### src/rtl/div_table_loader.sv
// div_table_loader: generates the zero-crossing interpolator's reciprocal table.
// Entry i = min(floor(NUMERATOR / i), 2^WIDTH-1). A restoring divider produces one
// quotient bit per cycle, so no ROM or hard divider is needed. The block also drives
// the interpolator's run line. A one-cycle pulse in SYNC clears the interpolator's
// write pointer. Run stays low while the table loads and goes high once it is complete.
module div_table_loader #(
   parameter int DEPTH     = 2048,
   parameter int WIDTH     = 11,
   parameter int NUMERATOR = 2048,
   parameter int NUM_BITS  = 12
) (
   input  logic             clk,
   input  logic             reset,
   input  logic             start,
   output logic             run,
   output logic             div_table_wr_en,
   output logic [WIDTH-1:0] div_table_wr_data,
   output logic             busy,
   output logic             done,
   output logic             loaded,
   output logic [WIDTH-1:0] index
);

   localparam int RW = NUM_BITS + 1;
   localparam int CW = $clog2(NUM_BITS);
   localparam logic [NUM_BITS-1:0] NUM_VEC = NUM_BITS'(NUMERATOR);
   localparam logic [WIDTH-1:0]    SAT     = '1;
   localparam logic [WIDTH-1:0]    LAST    = WIDTH'(DEPTH - 1);

   typedef enum logic [2:0] {S_IDLE, S_SYNC, S_DIV, S_WRITE, S_FIN} state_t;

   state_t              state_q, state_d;
   logic                run_q, run_d;
   logic                wr_en_q, wr_en_d;
   logic [WIDTH-1:0]    wr_data_q, wr_data_d;
   logic                busy_q, busy_d;
   logic                done_q, done_d;
   logic                loaded_q, loaded_d;
   logic [WIDTH-1:0]    index_q, index_d;
   logic [RW-1:0]       rem_q, rem_d;
   logic [NUM_BITS-1:0] quo_q, quo_d;
   logic [CW-1:0]       cnt_q, cnt_d;

   logic [CW-1:0]       bit_sel;
   logic [RW-1:0]       divisor;
   logic [RW-1:0]       rem_shift;
   logic                q_bit;
   logic [NUM_BITS-1:0] quo_next;
   logic [WIDTH-1:0]    quo_sat;

   // Next-state, divider step and registered-output values for every state.
   always_comb begin
      // NOTE: every signal gets a default first, so no path leaves one unassigned and infers a latch.
      state_d   = state_q;
      run_d     = run_q;
      wr_en_d   = 1'b0;
      wr_data_d = wr_data_q;
      busy_d    = busy_q;
      done_d    = 1'b0;
      loaded_d  = loaded_q;
      index_d   = index_q;
      rem_d     = rem_q;
      quo_d     = quo_q;
      cnt_d     = cnt_q;

      // Dividend bits are consumed MSB first. The divisor is the entry index.
      bit_sel   = CW'(NUM_BITS - 1) - cnt_q;
      divisor   = RW'(index_q);
      rem_shift = RW'({rem_q, NUM_VEC[bit_sel]});
      q_bit     = (rem_shift >= divisor);
      quo_next  = NUM_BITS'({quo_q, q_bit});
      quo_sat   = (quo_next > NUM_BITS'(SAT)) ? SAT : quo_next[WIDTH-1:0];

      unique case (state_q)
         S_IDLE: begin
            if (start) begin
               state_d  = S_SYNC;
               run_d    = 1'b1;
               busy_d   = 1'b1;
               loaded_d = 1'b0;
               index_d  = '0;
            end
         end
         S_SYNC: begin
            state_d = S_DIV;
            run_d   = 1'b0;
            rem_d   = '0;
            quo_d   = '0;
            cnt_d   = '0;
         end
         S_DIV: begin
            rem_d = q_bit ? (rem_shift - divisor) : rem_shift;
            quo_d = quo_next;
            cnt_d = cnt_q + 1'b1;
            if (cnt_q == CW'(NUM_BITS - 1)) begin
               state_d   = S_WRITE;
               wr_en_d   = 1'b1;
               wr_data_d = quo_sat;
            end
         end
         S_WRITE: begin
            if (index_q == LAST) begin
               state_d = S_FIN;
               busy_d  = 1'b0;
            end else begin
               state_d = S_DIV;
               index_d = index_q + 1'b1;
               rem_d   = '0;
               quo_d   = '0;
               cnt_d   = '0;
            end
         end
         S_FIN: begin
            state_d  = S_IDLE;
            done_d   = 1'b1;
            run_d    = 1'b1;
            loaded_d = 1'b1;
         end
         default: state_d = S_IDLE;
      endcase
   end

   // State and output registers. A low reset clears all of them immediately.
   always_ff @(posedge clk or negedge reset) begin
      if (!reset) begin
         state_q   <= S_IDLE;
         run_q     <= 1'b0;
         wr_en_q   <= 1'b0;
         wr_data_q <= '0;
         busy_q    <= 1'b0;
         done_q    <= 1'b0;
         loaded_q  <= 1'b0;
         index_q   <= '0;
         rem_q     <= '0;
         quo_q     <= '0;
         cnt_q     <= '0;
      end else begin
         // NOTE: non-blocking assignments, so every flop samples pre-edge values.
         state_q   <= state_d;
         run_q     <= run_d;
         wr_en_q   <= wr_en_d;
         wr_data_q <= wr_data_d;
         busy_q    <= busy_d;
         done_q    <= done_d;
         loaded_q  <= loaded_d;
         index_q   <= index_d;
         rem_q     <= rem_d;
         quo_q     <= quo_d;
         cnt_q     <= cnt_d;
      end
   end

   assign run               = run_q;
   assign div_table_wr_en   = wr_en_q;
   assign div_table_wr_data = wr_data_q;
   assign busy              = busy_q;
   assign done              = done_q;
   assign loaded            = loaded_q;
   assign index             = index_q;

endmodule

### config.mk
export PLATFORM = sky130hd
export DESIGN_NAME = div_table_loader
export DESIGN_NICKNAME = d
export VERILOG_FILES = /design/src/rtl/div_table_loader.sv
export SDC_FILE = /design/constraint.sdc
export NUM_CORES = 1
export LEC_CHECK = 0
export BUFFER_PORTS_ARGS = -buffer_cell sky130_fd_sc_hd__buf_2
export CELL_PAD_IN_SITES_DETAIL_PLACEMENT = 1
export CELL_PAD_IN_SITES_GLOBAL_PLACEMENT = 1
export CORE_MARGIN = 2
export CORE_UTILIZATION = 46
export CTS_CLUSTER_SIZE = 25
export DETAILED_ROUTE_END_ITERATION = 8
export PLACE_DENSITY_LB_ADDON = 0.12
export SLEW_MARGIN = 20
export SYNTH_ARGS = -nofsm -noshare
export SYNTH_HDL_FRONTEND = slang
export SYNTH_SLANG_ARGS = --single-unit
### constraint.sdc
create_clock -name clk -period 3 [get_ports clk]
set_clock_uncertainty 0.1 [all_clocks]
set_input_delay 0.75 -clock clk [delete_from_list [all_inputs] [get_ports clk]]
set_output_delay 0.75 -clock clk [all_outputs]
set_load 0.05 [all_outputs]
==> results.ini <==
[outcome]
status = finished, final reports clean

[timing]
finalHoldViolCount = 0
tightest_slew_ns = 0.722
maxSlewViolCount = 0
setup_tns_ns = 0
whs_ns = 0.295
slew_headroom = 0.518
grt_setup_unrepaired = false
finalCriticalPeriod_ns = 2.73
setup_viol = 0
period_share = 0.911
fmax_mhz = 366

[yosys]
seq_area_frac_synth = 0.469
yosysUniqueCellTypes = 50
ys_warn_count = 0
synth_edf_count = 0
synth_async_sr_flop_share = 1.00
synth_ff_type = dfrtp_1
synth.largest_area_cell = dfrtp_1
syn_nets = 334
postSynthCellCount = 315
synth_seq_cells = 57
synth_area_leaders = dfrtp_1 (47%), ha_1 (6.2%), nand2_1 (4.3%)
syn_area_sq_um = 3040
synth_top_area_frac = 0.469
avgSynthCellArea_sq_um = 9.66

[critical_path]
critPathArrivalTime_ns = 2.89
path_cells = ha_1, nand2_1, ha_1, inv_1, fa_1, a21o_1, a221oi_2, o21bai_1, a21o_1, xnor2_1, o31ai_1
crit_family = compound AO/OA/AOI/OAI gates
critical-path-max-stage-delay_ns = 0.42
cpMaxStageDelayCell = dfrtp_1
start_kind = flip-flop
cp_data_required_time_ns = 3.16
path_class = reg2reg
cp_max_fo = 4
crit_path_end_kind = flip-flop
critPathBufInv = 1

[clock_tree]
cts_tree = yes
numCtsBuffers = 9
h-tree-depth = 3
cts_resized = 0
clk_pin_slew_worst_paths_ns = 0.07
hold_buffers = 0
cts_setup_buffers = 0
clk_path_buf_depth = 2
clock_latency_ns = 0.34
clock_sinks = 57
cts-root-buf = clkbuf_8

[final_layout]
multi_input_area_sq_um = 1470
fillers = 739
area_growth_pct = 15.0
final_cell_mix = dfrtp_1 (57), nand2_1 (35), nor2_1 (32)
final_common_cell = dfrtp_1
drive_gt1_frac = 0.177
final_nets = 365
finalInstanceArea_sq_um = 3500
postLayoutCoreUtil = 0.548
regArea_sq_um = 1430
num_antenna_cells = 0

[flow_run]
cap_violations = 0

[routing]
remaining_drc_errors = 0
vias_per_cell = 5.77
first_pass_iters = 4
drtAntennaViolNets = 0
drt_iter0_drc = 143
wl_per_cell_microns = 17.2
wl_mm = 7.35
vias = 2470

[power]
p_int_mw = 2.52
p_total_mw = 4.63
switchingPower_mw = 2.11
swShare = 0.456
p_comb_frac = 0.522
p_seq_frac = 0.298
peakVddDrop_v = 0.000589
p_leak_nw = 1.68
clockPowerShare = 0.180
power.density_nw_per_um2 = 1320

[floorplanning]
rows = 29
die_h_microns = 85.4
die_w_microns = 85.4
start_util = 0.477
pin_count = 30
die-area_sq_um = 7280
core_sq_um = 6390

[placement]
place_congestion = 0.856
placement.io_buffers = 29
placed_area_sq_um = 3270
dp_hpwl_mm = 5.16

[grt]
antenna_found_initial = 0
grt_max_degree = 58
grt_pass1_vias = 2631
grtUsageTotal = 0.228
gr-total-overflow = 0
grt_pass1_wl_mm = 13.0

[worst_hold_path]
hold_class = in2async

layer usage:
layer,wire length (microns),share of wire,GRT usage,up-vias
met4,135,0.018,0.0765,0
met2,3580,0.49,0.369,34
met1,3390,0.46,0.300,1244
met5,0,0,0,-
li1,-,-,-,1180
met3,240,0.033,0.0554,12
final timing paths:
check / startpoint / end / slack [ns] / cells past startpoint
max: cnt_q[3] / rem_q[8] / 0.27 / 11
min: reset / index[3] / 0.30 / 2
max reg2reg: cnt_q[3] / rem_q[8] / 0.27 / 11
min reg2reg: div_table_wr_data[8] / div_table_wr_data[8] / 0.37 / 2
max in group asynchronous: reset / rem_q[10] / 2.25 / 2
min in group clk: div_table_wr_data[8] / div_table_wr_data[8] / 0.37 / 2
sequential cells by signal, summed over array words and instances (netlist names):
name               cells
index                 11
loaded                 1
done                   1
div_table_wr_en        1
cnt_q                  4
busy                   1
div_table_wr_data     11
state_q                3
quo_q                 11
run                    1
rem_q                 12
cells in the mapped netlist (5+ instances only):
| cell | n |
|---|---|
| and3_1 | 9 |
| inv_1 | 19 |
| a21o_1 | 7 |
| a21oi_1 | 7 |
| nand2_1 | 35 |
| nor2_1 | 32 |
| buf_2 | 5 |
| nor3_1 | 7 |
| xnor2_1 | 11 |
| clkbuf_1 | 8 |
| ha_1 | 15 |
| a22o_1 | 11 |
| nand3_1 | 13 |
| o21ai_0 | 16 |
| dfrtp_1 | 57 |
logic make-up (layout without fill, tap and decap cells):
logic type,after synthesis,count (layout),synth area share
muxes,5,5,0.0169
xor gates and xnor gates,15,15,0.0432
DFF,57,57,0.469
AOI/OAI and AO/OA,71,71,0.170
and+or+nand+nor,116,116,0.184
adders and majority gates,16,16,0.0682
buffers and inverters,35,71,0.0493
per-stage QoR:
stage / setup slack (ns) / std cells
4_1_cts: 0.255 / 428
3_3_place_gp: 0.387 / 412
3_5_place_dp: 0.280 / 412
6_report: 0.266 / 428
5_1_grt: 0.0743 / 428
2_1_floorplan: 0.390 / 315
area by class of cell:
| class | count | area share |
|---|---|---|
| clock inverters | 5 | 0.0222 |
| inverters | 19 | 0.0204 |
| well taps | 77 | 0.0275 |
| multi-input cells | 223 | 0.419 |
| flip-flops and latches | 57 | 0.407 |
| clock buffers | 11 | 0.0432 |
| repair buffers | 36 | 0.0600 |
worst reg2reg max path: stages, from the launching register on:
cell,delay [ns]
dfrtp_1,0.42
ha_1,0.30
nand2_1,0.09
ha_1,0.17
inv_1,0.05
fa_1,0.39
a21o_1,0.22
a221oi_2,0.31
o21bai_1,0.10
a21o_1,0.19
xnor2_1,0.12
o31ai_1,0.18
power by group through the flow:
stage	logic (mW)	clock network [mW]	registers, mW
floorplan	1.52	0	1.69
global placement	2.34	0	1.37
detailed placement	2.43	0	1.39
CTS	2.44	0.853	1.38
global route	2.71	0.880	1.43
finish	2.42	0.833	1.38
No activity file was read; power rests on OpenSTA's default activity.
